$ cat config.mk
export PLATFORM = sky130hd
export DESIGN_NAME = prog_loader_flat
export DESIGN_NICKNAME = d
export VERILOG_FILES = /design/src/rtl/prog_loader_if.sv /design/src/rtl/prog_loader.sv /design/src/flat_wrapper.sv
export SDC_FILE = /design/constraint.sdc
export NUM_CORES = 1
export LEC_CHECK = 0
export CAP_MARGIN = 0
export CORE_ASPECT_RATIO = 2
export CORE_MARGIN = 5
export CORE_UTILIZATION = 52
export CTS_CLUSTER_SIZE = 25
export DETAILED_ROUTE_END_ITERATION = 10
export PLACE_DENSITY = 0.81
export SLEW_MARGIN = 10
export SYNTH_ARGS = -nofsm -noshare
export SYNTH_HDL_FRONTEND = slang
export SYNTH_SLANG_ARGS = --single-unit
$ cat constraint.sdc
create_clock -name clk -period 5 [get_ports clk]
set_input_delay 1.25 -clock clk [delete_from_list [all_inputs] [get_ports clk]]
set_output_delay 1.25 -clock clk [all_outputs]
set_load 0.02 [all_outputs]
$ cat src/rtl/prog_loader_if.sv
// Byte-stream receive channel and instruction-memory write port of the program loader.
// The slave modport is the loader's view; the master modport is the byte source / memory side.
interface prog_loader_if #(
  parameter int ADDR_W = 10
);
  // rx handshake: a byte transfers in any cycle where rx_valid and rx_ready are both high.
  logic [7:0]        rx_data;
  logic              rx_valid;
  logic              rx_ready;
  logic              imem_we;
  logic [ADDR_W-1:0] imem_addr;
  logic [31:0]       imem_wdata;

  modport slave (
    input  rx_data, rx_valid,
    output rx_ready, imem_we, imem_addr, imem_wdata
  );

  modport master (
    output rx_data, rx_valid,
    input  rx_ready, imem_we, imem_addr, imem_wdata
  );
endinterface

$ cat src/rtl/prog_loader.sv
// Boot loader: parses framed program images from a byte stream, writes words to instruction
// memory, verifies an additive checksum and releases the core from reset on success.
module prog_loader #(
  parameter int ADDR_W  = 10,
  parameter int TIMEOUT = 1000000
) (
  input  logic             clk,
  input  logic             reset,
  prog_loader_if.slave     bus,
  output logic             cpu_reset,
  output logic             load_done,
  output logic             load_error,
  output logic [1:0]       err_code,
  output logic [2:0]       dbg_state
);
  localparam int              MAX_WORDS = 2 ** ADDR_W;
  localparam int              TMO_W     = $clog2(TIMEOUT + 1);
  localparam logic [TMO_W-1:0] TMO_LAST = TMO_W'(TIMEOUT - 1);
  localparam logic [7:0]      MAGIC     = 8'hA5;

  typedef enum logic [2:0] {
    IDLE   = 3'd0,
    CNT_LO = 3'd1,
    CNT_HI = 3'd2,
    DATA   = 3'd3,
    CHECK  = 3'd4,
    DONE   = 3'd5,
    ERROR  = 3'd6
  } state_t;

  state_t            state_q, state_d;
  logic [1:0]        err_code_q, err_code_d;
  logic [7:0]        cnt_lo_q, cnt_lo_d;
  logic [15:0]       n_q, n_d;
  logic [ADDR_W-1:0] word_idx_q, word_idx_d;
  logic [1:0]        byte_idx_q, byte_idx_d;
  logic [23:0]       buf_q, buf_d;
  logic [7:0]        sum_q, sum_d;
  logic [TMO_W-1:0]  tmo_q, tmo_d;
  logic              imem_we_q, imem_we_d;
  logic [ADDR_W-1:0] imem_addr_q, imem_addr_d;
  logic [31:0]       imem_wdata_q, imem_wdata_d;
  logic              cpu_reset_q, cpu_reset_d;
  logic              load_done_q, load_done_d;
  logic              load_error_q, load_error_d;
  logic              accept;
  logic              counting;
  logic              last_word;
  logic [15:0]       n_full;

  assign bus.rx_ready = 1'b1;
  assign accept       = bus.rx_valid;
  assign counting     = (state_q == CNT_LO) || (state_q == CNT_HI) ||
                        (state_q == DATA)   || (state_q == CHECK);
  assign n_full       = {bus.rx_data, cnt_lo_q};
  assign last_word    = {{(32-ADDR_W){1'b0}}, word_idx_q} == ({16'd0, n_q} - 32'd1);

  always_comb begin
    state_d      = state_q;
    err_code_d   = err_code_q;
    cnt_lo_d     = cnt_lo_q;
    n_d          = n_q;
    word_idx_d   = word_idx_q;
    byte_idx_d   = byte_idx_q;
    buf_d        = buf_q;
    sum_d        = sum_q;
    tmo_d        = tmo_q;
    imem_we_d    = 1'b0;
    imem_addr_d  = imem_addr_q;
    imem_wdata_d = imem_wdata_q;

    if (accept) begin
      tmo_d = '0;
    end else if (counting) begin
      tmo_d = tmo_q + 1'b1;
    end

    case (state_q)
      IDLE, DONE, ERROR: begin
        if (accept && bus.rx_data == MAGIC) begin
          state_d    = CNT_LO;
          err_code_d = 2'd0;
          word_idx_d = '0;
          byte_idx_d = '0;
          sum_d      = '0;
        end
      end
      CNT_LO: if (accept) begin
        cnt_lo_d = bus.rx_data;
        state_d  = CNT_HI;
      end
      CNT_HI: if (accept) begin
        n_d = n_full;
        if (n_full == 16'd0 || {16'd0, n_full} > 32'(MAX_WORDS)) begin
          state_d    = ERROR;
          err_code_d = 2'd1;
        end else begin
          state_d = DATA;
        end
      end
      DATA: if (accept) begin
        sum_d      = sum_q + bus.rx_data;
        byte_idx_d = byte_idx_q + 2'd1;
        case (byte_idx_q)
          2'd0: buf_d[7:0]   = bus.rx_data;
          2'd1: buf_d[15:8]  = bus.rx_data;
          2'd2: buf_d[23:16] = bus.rx_data;
          default: begin
            imem_we_d    = 1'b1;
            imem_addr_d  = word_idx_q;
            imem_wdata_d = {bus.rx_data, buf_q};
            // Index stays put on the last word so it never wraps past MAX_WORDS-1.
            if (last_word) state_d = CHECK;
            else           word_idx_d = word_idx_q + 1'b1;
          end
        endcase
      end
      CHECK: if (accept) begin
        if (sum_q + bus.rx_data == 8'd0) begin
          state_d = DONE;
        end else begin
          state_d    = ERROR;
          err_code_d = 2'd2;
        end
      end
      default: state_d = IDLE;
    endcase

    // An accepted byte in the same cycle always beats the timeout.
    if (!accept && counting && tmo_q == TMO_LAST) begin
      state_d    = ERROR;
      err_code_d = 2'd3;
    end
  end

  assign cpu_reset_d  = (state_d != DONE);
  assign load_done_d  = (state_d == DONE);
  assign load_error_d = (state_d == ERROR);

  always_ff @(posedge clk or posedge reset) begin
    if (reset) begin
      state_q      <= IDLE;
      err_code_q   <= 2'd0;
      cnt_lo_q     <= '0;
      n_q          <= '0;
      word_idx_q   <= '0;
      byte_idx_q   <= '0;
      buf_q        <= '0;
      sum_q        <= '0;
      tmo_q        <= '0;
      imem_we_q    <= 1'b0;
      imem_addr_q  <= '0;
      imem_wdata_q <= '0;
      cpu_reset_q  <= 1'b1;
      load_done_q  <= 1'b0;
      load_error_q <= 1'b0;
    end else begin
      state_q      <= state_d;
      err_code_q   <= err_code_d;
      cnt_lo_q     <= cnt_lo_d;
      n_q          <= n_d;
      word_idx_q   <= word_idx_d;
      byte_idx_q   <= byte_idx_d;
      buf_q        <= buf_d;
      sum_q        <= sum_d;
      tmo_q        <= tmo_d;
      imem_we_q    <= imem_we_d;
      imem_addr_q  <= imem_addr_d;
      imem_wdata_q <= imem_wdata_d;
      cpu_reset_q  <= cpu_reset_d;
      load_done_q  <= load_done_d;
      load_error_q <= load_error_d;
    end
  end

  assign bus.imem_we    = imem_we_q;
  assign bus.imem_addr  = imem_addr_q;
  assign bus.imem_wdata = imem_wdata_q;
  assign cpu_reset      = cpu_reset_q;
  assign load_done      = load_done_q;
  assign load_error     = load_error_q;
  assign err_code       = err_code_q;
  assign dbg_state      = state_q;
endmodule

$ cat src/flat_wrapper.sv
// flat-port wrapper written by rule: the top's interface ports become plain ports
module prog_loader_flat 
#(
  parameter int ADDR_W  = 10,
  parameter int TIMEOUT = 1000000
)
  (clk, reset, cpu_reset, load_done, load_error, err_code, dbg_state, bus_rx_data, bus_rx_valid, bus_rx_ready, bus_imem_we, bus_imem_addr, bus_imem_wdata);
  prog_loader_if #(.ADDR_W(ADDR_W)) bus_i ();
  input  logic clk;
  input  logic reset;
  output logic cpu_reset;
  output logic load_done;
  output logic load_error;
  output logic [1:0] err_code;
  output logic [2:0] dbg_state;
  input wire logic [$bits(bus_i.rx_data)-1:0] bus_rx_data;
  input wire logic [$bits(bus_i.rx_valid)-1:0] bus_rx_valid;
  output wire logic [$bits(bus_i.rx_ready)-1:0] bus_rx_ready;
  output wire logic [$bits(bus_i.imem_we)-1:0] bus_imem_we;
  output wire logic [$bits(bus_i.imem_addr)-1:0] bus_imem_addr;
  output wire logic [$bits(bus_i.imem_wdata)-1:0] bus_imem_wdata;
  assign bus_i.rx_data = bus_rx_data;
  assign bus_i.rx_valid = bus_rx_valid;
  assign bus_rx_ready = bus_i.rx_ready;
  assign bus_imem_we = bus_i.imem_we;
  assign bus_imem_addr = bus_i.imem_addr;
  assign bus_imem_wdata = bus_i.imem_wdata;
  prog_loader #(.ADDR_W(ADDR_W), .TIMEOUT(TIMEOUT)) u_core (.clk(clk), .reset(reset), .bus(bus_i), .cpu_reset(cpu_reset), .load_done(load_done), .load_error(load_error), .err_code(err_code), .dbg_state(dbg_state));
endmodule
==> results of run 1 <==
[per-layer routing]
layer | up-vias | global-route usage [%] | share of wire (%)
met3 | 48 | 4.29 | 3.7
met1 | 2593 | 22.8 | 35
met4 | 0 | 13.2 | 5.3
met5 | - | 0 | 0
met2 | 145 | 44.4 | 56
li1 | 2459 | - | -
[worst paths after layout]
check	from	end	slack, ns	cells past startpoint
max reg2reg	u_core.n_q[0]	u_core.cpu_reset	1.52	10
min in group asynchronous	reset	u_core.buf_q[16]	1.36	2
max	bus_rx_data[3]	u_core.word_idx_q[8]	1.17	8
min	u_core.buf_q[13]	u_core.bus.imem_wdata[13]	0.47	2
max in group asynchronous	reset	u_core.cpu_reset	2.62	3
min reg2reg	u_core.buf_q[13]	u_core.bus.imem_wdata[13]	0.47	2
[sequential cells by signal, summed over array words and instances, names as in the netlist]
register               count
u_core.cnt_lo_q            8
u_core.bus.imem_addr      10
u_core.load_done           1
u_core.bus.imem_wdata     32
u_core.dbg_state           3
u_core.cpu_reset           1
u_core.tmo_q              20
u_core.byte_idx_q          2
u_core.load_error          1
u_core.word_idx_q         10
u_core.sum_q               8
u_core.bus.imem_we         1
u_core.n_q                16
u_core.err_code            2
u_core.buf_q              24
[through the flow]
| step | power [W] | area (µm²) | cells |
|---|---|---|---|
| finish | 0.00316 | 8100 | 905 |
| global placement | 0.00184 | 7480 | 873 |
| global route | 0.00328 | 8100 | 905 |
| floorplan | 0.00167 | 6680 | 673 |
| CTS | 0.00317 | 8100 | 905 |
| detailed placement | 0.00185 | 7480 | 873 |
[synthesized netlist by cell type, types with 10 or more instances]
| library cell | instances | area, µm² |
|---|---|---|
| sky130_fd_sc_hd__ha_1 | 14 | 175 |
| sky130_fd_sc_hd__a21oi_1 | 15 | 75.1 |
| sky130_fd_sc_hd__xnor2_1 | 16 | 140 |
| sky130_fd_sc_hd__inv_1 | 19 | 71.3 |
| sky130_fd_sc_hd__xor2_1 | 21 | 184 |
| sky130_fd_sc_hd__o21ai_0 | 32 | 160 |
| sky130_fd_sc_hd__mux2_2 | 42 | 473 |
| sky130_fd_sc_hd__clkbuf_1 | 20 | 75.1 |
| sky130_fd_sc_hd__nor3_1 | 10 | 50.1 |
| sky130_fd_sc_hd__nor2_1 | 50 | 188 |
| sky130_fd_sc_hd__nand2_1 | 159 | 597 |
| sky130_fd_sc_hd__dfrtp_1 | 138 | 3450 |
| sky130_fd_sc_hd__nand3_1 | 15 | 75.1 |
[cell families after synthesis]
family,synth area share [%]
flops,52.1
mux,7.53
fa+ha+maj,3.07
compound gates,8.43
xor+xnor,4.85
simple gates,21.4
other cells,0.0561
buf+inv,2.58
[area by class of cell]
type	count	area, µm²	area share [%]
clock buffer	19	433	5.34
timing repair buffer	73	701	8.65
multi-input combinational	491	3030	37.4
sequential	139	3480	42.9
inverter	20	77.6	0.958
tap	150	188	2.32
clock inverter	13	190	2.35
[where the power goes]
part           total [W]  switching [W]  leakage, nW  internal, W
registers        0.00128      0.0000927         1.91      0.00119
logic           0.000556       0.000323         1.58     0.000233
clock network    0.00132       0.000480        0.302     0.000840
[cell usage in the layout (no fill, tap or decap), types with 5 or more instances in the layout]
cell type / Yosys / routed
sky130_fd_sc_hd__a21oi_1: 15 / 15
sky130_fd_sc_hd__a22o_1: 5 / 5
sky130_fd_sc_hd__and3_1: 8 / 8
sky130_fd_sc_hd__buf_4: 1 / 12
sky130_fd_sc_hd__clkbuf_16: 0 / 17
sky130_fd_sc_hd__clkdlybuf4s50_1: 0 / 61
sky130_fd_sc_hd__dfrtp_1: 138 / 138
sky130_fd_sc_hd__ha_1: 14 / 14
sky130_fd_sc_hd__inv_1: 19 / 18
sky130_fd_sc_hd__mux2_2: 42 / 42
sky130_fd_sc_hd__nand2_1: 159 / 159
sky130_fd_sc_hd__nand2b_1: 6 / 6
sky130_fd_sc_hd__nand3_1: 15 / 14
sky130_fd_sc_hd__nand4_1: 8 / 8
sky130_fd_sc_hd__nor2_1: 50 / 50
sky130_fd_sc_hd__nor3_1: 10 / 10
sky130_fd_sc_hd__nor4_1: 8 / 8
sky130_fd_sc_hd__o211ai_1: 5 / 5
sky130_fd_sc_hd__o21ai_0: 32 / 32
sky130_fd_sc_hd__o31ai_1: 8 / 8
sky130_fd_sc_hd__or3_1: 6 / 6
sky130_fd_sc_hd__or4_1: 9 / 9
sky130_fd_sc_hd__xnor2_1: 16 / 16
sky130_fd_sc_hd__xor2_1: 21 / 21
[tightest hold or removal path, cell delays in order, from the launching register on]
cell,delay (ns)
sky130_fd_sc_hd__dfrtp_1,0.34
sky130_fd_sc_hd__nand2_1,0.05
sky130_fd_sc_hd__nand2_1,0.05
==> results.json, run 1 <==
{
  "cpPeakStageDelay_ns": 0.63,
  "antenna_violating_nets_remaining": 0,
  "tritoncts.num_buffers": 17,
  "io_pins": 63,
  "status": "complete, no violations",
  "timing.slew.headroom_pct": 41.9,
  "clock_sink_count": 139,
  "ys_dominant_reg_cell": "sky130_fd_sc_hd__dfrtp_1",
  "finalCritPeriodShare_pct": 76.7,
  "netlist-cell-type-count": 64,
  "drt-vias-per-instance": 5.80,
  "cts_hold_buf": 0,
  "drt_iter0_drc": 258,
  "areaGrowthSynthToFinish_pct": 21.3,
  "pwr_density_cell_nw_per_um2": 390,
  "hold_fails_final_rpt": 0,
  "grt_pass1_wl_um": 28100,
  "tritoncts": "done",
  "fillers": 1006,
  "layout-drive-gt1-share_pct": 12.8,
  "clock_tree_root_buffer_cell": "sky130_fd_sc_hd__clkbuf_16",
  "critical_path.n_buffers_inverters": 2,
  "design.final.nets": 768,
  "first_global_vias": 5500,
  "hp_class": "reg -> reg",
  "final_period_minus_worst_setup_slack_ns": 3.83,
  "required_ns": 5.33,
  "drt-pass1-iter-count": 4,
  "maxCapViolations": 0,
  "h-tree-depth": 4,
  "route.vias.total": 5245,
  "design.core.area_um2": 12600,
  "preCtsSetupSlack_ns": 0.768,
  "rsz0062_at_grt": "false",
  "path_class": "in -> reg",
  "yosysWarnings": 0,
  "tightestPinTransition_ns": 0.865,
  "synth-edff-count": 0,
  "totalNegativeSetupSlack_ns": 0,
  "worst_setup_hold_path_clk_slew_ns": 0.06,
  "cts_repair_resize_count": 0,
  "yosysSeqAreaShare_pct": 52.1,
  "detail_route.wl_per_cell_um": 18.9,
  "critPathMaxFanout": 9,
  "asyncSetResetFlopFracSynth_pct": 100,
  "gpl.final_weighted_congestion": 1.04,
  "synth-seq-cells": 139,
  "post-dp-hpwl_um": 12500,
  "area_of_the_mapped_netlist_um2": 6680,
  "finalSetupViolCount": 0,
  "floorplan.rows": 58,
  "remaining_drc_errors": 0,
  "grt_antenna_before_repair": 0,
  "crit_path_top_delay_cell": "sky130_fd_sc_hd__clkdlybuf4s50_1",
  "mean_post_synth_cell_area_um2": 9.93,
  "final_util_pct": 64.2,
  "clock-skew-final_ns": 0.0102,
  "die_h_um": 170,
  "post_synth_inst_count": 673,
  "number_of_buffers_on_the_longest_clock_path": 2,
  "critPathArrivalTime_ns": 4.16,
  "timing.fmax_ghz": 0.261,
  "family_with_the_most_delay_on_the_worst_path": "simple AND/OR/NAND/NOR gates",
  "vdd.ir_drop.worst_mv": 0.324,
  "hold-worst-slack_ns": 0.467,
  "number_of_buffers_added_on_ports": 61,
  "globalRouteOverflowTotal": 0,
  "postCtsSetupBuffers": 0,
  "setup_ws_post_layout_ns": 1.17,
  "die_w_um": 90.1,
  "crit_path_cell_trace": "clkdlybuf4s50_1 -> or3_1 -> nor3_1 -> a21boi_1 -> buf_4 -> nor2_1 -> or4_1 -> a21oi_1",
  "reported_leakage_power_nw": 3.79,
  "grt_util_all_layers_pct": 23.2,
  "maximum_number_of_pins_on_one_net_before_global_route_repair": 69,
  "clock_latency_ns": 0.41,
  "drv_slew": 0,
  "start_kind": "primary input",
  "worstSetupEndpointType": "register",
  "initial_core_util_pct": 52.9,
  "synthesis.nets": 699,
  "diode_insertion_count_for_antenna_repair": 0,
  "die_area_um2": 15400,
  "postRouteWirelength_um": 17100
}
(Power assumes the default switching activity.)
==> run 2: changes to the inputs <==
==> constraint.sdc (replaced) <==
create_clock -name clk -period 3.1 [get_ports clk]
set_input_delay 0.775 -clock clk [delete_from_list [all_inputs] [get_ports clk]]
set_output_delay 0.775 -clock clk [all_outputs]
set_load 0.02 [all_outputs]
==> run 2 against run 1 <==
- die area did not move
- utilization rose by 2.1 points
- via count rose by 4.7%
- largest cell class unchanged
- clock power rose by 54%
- register-to-register slack got worse by 1.3 ns
- flip-flop and latch count did not move
- combinational power rose by 74%
- global-route usage rose by 0.44 points
- critical path depth rose by 4
- worst hold slack improved by 0.0040 ns
- sequential share of layout area fell by 1.4 points
- clock skew rose by 0.0035 ns
==> results.json, run 2 (synthesis results as in run 1) <==
{
  "status": "complete, no violations",
  "die_h_um": 170,
  "io_pins": 63,
  "worstSetupEndpointType": "register",
  "first_global_vias": 5718,
  "antenna_violating_nets_remaining": 0,
  "floorplan.rows": 58,
  "path_class": "in -> reg",
  "diode_insertion_count_for_antenna_repair": 0,
  "design.core.area_um2": 12600,
  "timing.slew.headroom_pct": 41.8,
  "gpl.final_weighted_congestion": 0.931,
  "drt-pass1-iter-count": 5,
  "route.vias.total": 5489,
  "drt-vias-per-instance": 5.85,
  "number_of_buffers_added_on_ports": 61,
  "max_ffs_per_register": 32,
  "most-common-layout-cells": "sky130_fd_sc_hd__nand2_1, sky130_fd_sc_hd__dfrtp_1, sky130_fd_sc_hd__clkdlybuf4s50_1",
  "hold_fails_final_rpt": 0,
  "vdd.ir_drop.worst_mv": 0.568,
  "required_ns": 3.40,
  "critical_path_startpoint": "bus_rx_data[4]",
  "finish.cell_count_without_fillers": 938,
  "reported_leakage_power_nw": 3.94,
  "globalRouteOverflowTotal": 0,
  "critPathMaxFanout": 7,
  "critical_path.reg2reg.startpoint": "u_core.n_q[1]",
  "timing.fmax_ghz": 0.340,
  "start_kind": "primary input",
  "areaGrowthSynthToFinish_pct": 25.2,
  "drt_iter0_drc": 343,
  "clock_latency_ns": 0.42,
  "die_area_um2": 15400,
  "finalCritPeriodShare_pct": 94.8,
  "clock_tree_root_buffer_cell": "sky130_fd_sc_hd__clkbuf_16",
  "postCtsSetupBuffers": 0,
  "ff2ff_setup_slack_ns": 0.18,
  "setup_ws_post_layout_ns": 0.161,
  "remaining_drc_errors": 0,
  "layout-drive-gt1-share_pct": 17.0,
  "drv_slew": 0,
  "timing.hold.worst_path_depth": 2,
  "r2r_cells": 11,
  "postLayoutCellArea_um2": 8370,
  "tritoncts.num_buffers": 17,
  "die_w_um": 90.1,
  "maximum_number_of_pins_on_one_net_before_global_route_repair": 119,
  "rsz0062_at_grt": "false",
  "design.final.nets": 801,
  "number_of_buffers_on_the_longest_clock_path": 2,
  "grt_util_all_layers_pct": 23.6,
  "detail_route.wl_per_cell_um": 18.9,
  "worst_setup_hold_path_clk_slew_ns": 0.06,
  "tritoncts": "done",
  "h-tree-depth": 4,
  "postRouteWirelength_um": 17700,
  "pwr_density_cell_nw_per_um2": 603,
  "hp_class": "reg -> reg",
  "endpoint": "u_core.err_code[0]",
  "critPathArrivalTime_ns": 3.24,
  "clock-skew-final_ns": 0.0137,
  "tightestPinTransition_ns": 0.868,
  "maxCapViolations": 0,
  "final_period_minus_worst_setup_slack_ns": 2.94,
  "layout.cells.most_common": "sky130_fd_sc_hd__nand2_1",
  "finalSetupViolCount": 0,
  "preCtsSetupSlack_ns": -0.514,
  "r2r_end": "u_core.word_idx_q[0]",
  "grt_pass1_wl_um": 28900,
  "grt_antenna_before_repair": 0,
  "cts_hold_buf": 0,
  "initial_core_util_pct": 52.9,
  "placed_area_um2": 7750,
  "numPlacedInstances": 906,
  "post-dp-hpwl_um": 12800,
  "clock_sink_count": 139
}
==> run 2: changes by cell type in the layout (fill, tap and decap cells not counted), sizes merged <==
| cell | before | now |
|---|---|---|
| bufinv | 4 | 1 |
| inv | 22 | 24 |
| clkinvlp | 1 | 4 |
| dlygate4sd2 | 0 | 2 |
| buf | 12 | 45 |
| clkdlybuf4s50 | 61 | 59 |
| clkbuf | 19 | 17 |
==> run 2: routing by layer <==
| metal | track usage [%] | up-vias | routed length [µm] |
|---|---|---|---|
| met3 | 3.94 | 61 | 691 |
| li1 | - | 2532 | - |
| met2 | 45.4 | 180 | 10000 |
| met4 | 13.1 | 0 | 887 |
| met1 | 23.5 | 2716 | 6060 |
| met5 | 0 | - | 0 |
==> run 2: repair_timing <==
item / CTS / global route
endpoints found under the setup margin: 1 / 13
gates resized for setup: 2 / 3
pin swaps: 1 / 1
==> run 2: worst max-delay path, stage by stage <==
cell and delay (ns):
sky130_fd_sc_hd__clkdlybuf4s50_1 0.48, sky130_fd_sc_hd__buf_4 0.21, sky130_fd_sc_hd__or3_1 0.36, sky130_fd_sc_hd__nor3_1 0.30
sky130_fd_sc_hd__buf_4 0.20, sky130_fd_sc_hd__nor2_1 0.04, sky130_fd_sc_hd__o21ai_0 0.20, sky130_fd_sc_hd__a21oi_1 0.08
sky130_fd_sc_hd__o32a_1 0.22, sky130_fd_sc_hd__buf_4 0.15, sky130_fd_sc_hd__a21oi_1 0.12, sky130_fd_sc_hd__o21ai_0 0.10
==> run 2: through the flow <==
stage          util, %  hold WS, ns  TNS (ns)  total power (W)
6_report          66.3        0.471         0          0.00504
4_1_cts           66.2        0.476         0          0.00506
5_1_grt           66.3        0.499         0          0.00527
3_5_place_dp      61.4        0.458     -2.77          0.00302
2_1_floorplan        -        0.433         0          0.00269
3_3_place_gp      61.4        0.445     -1.87          0.00301
==> run 2: how the worst min path moves through the flow <==
stage / start / endpoint / slack, ns
2_1_floorplan: u_core.buf_q[0] / u_core.bus.imem_wdata[0] / 0.43
3_3_place_gp: u_core.buf_q[2] / u_core.bus.imem_wdata[2] / 0.44
3_5_place_dp: u_core.buf_q[2] / u_core.bus.imem_wdata[2] / 0.46
4_1_cts: u_core.buf_q[2] / u_core.bus.imem_wdata[2] / 0.48
5_1_grt: u_core.bus.imem_wdata[14] / u_core.bus.imem_wdata[14] / 0.50
6_report: u_core.bus.imem_addr[4] / u_core.bus.imem_addr[4] / 0.47
==> run 2: power breakdown <==
part	internal (W)	switching, W
Combinational	0.000422	0.000547
Clock	0.00115	0.000881
Sequential	0.00191	0.000132
Total	0.00348	0.00156
==> run 2: cell type report <==
cell class,count,area (µm²)
Sequential cell,139,3480
Clock inverter,15,179
Tap cell,150,188
Inverter,20,78.8
Timing Repair Buffer,106,971
Fill cell,982,4260
Clock buffer,17,425
Multi-Input combinational cell,491,3040
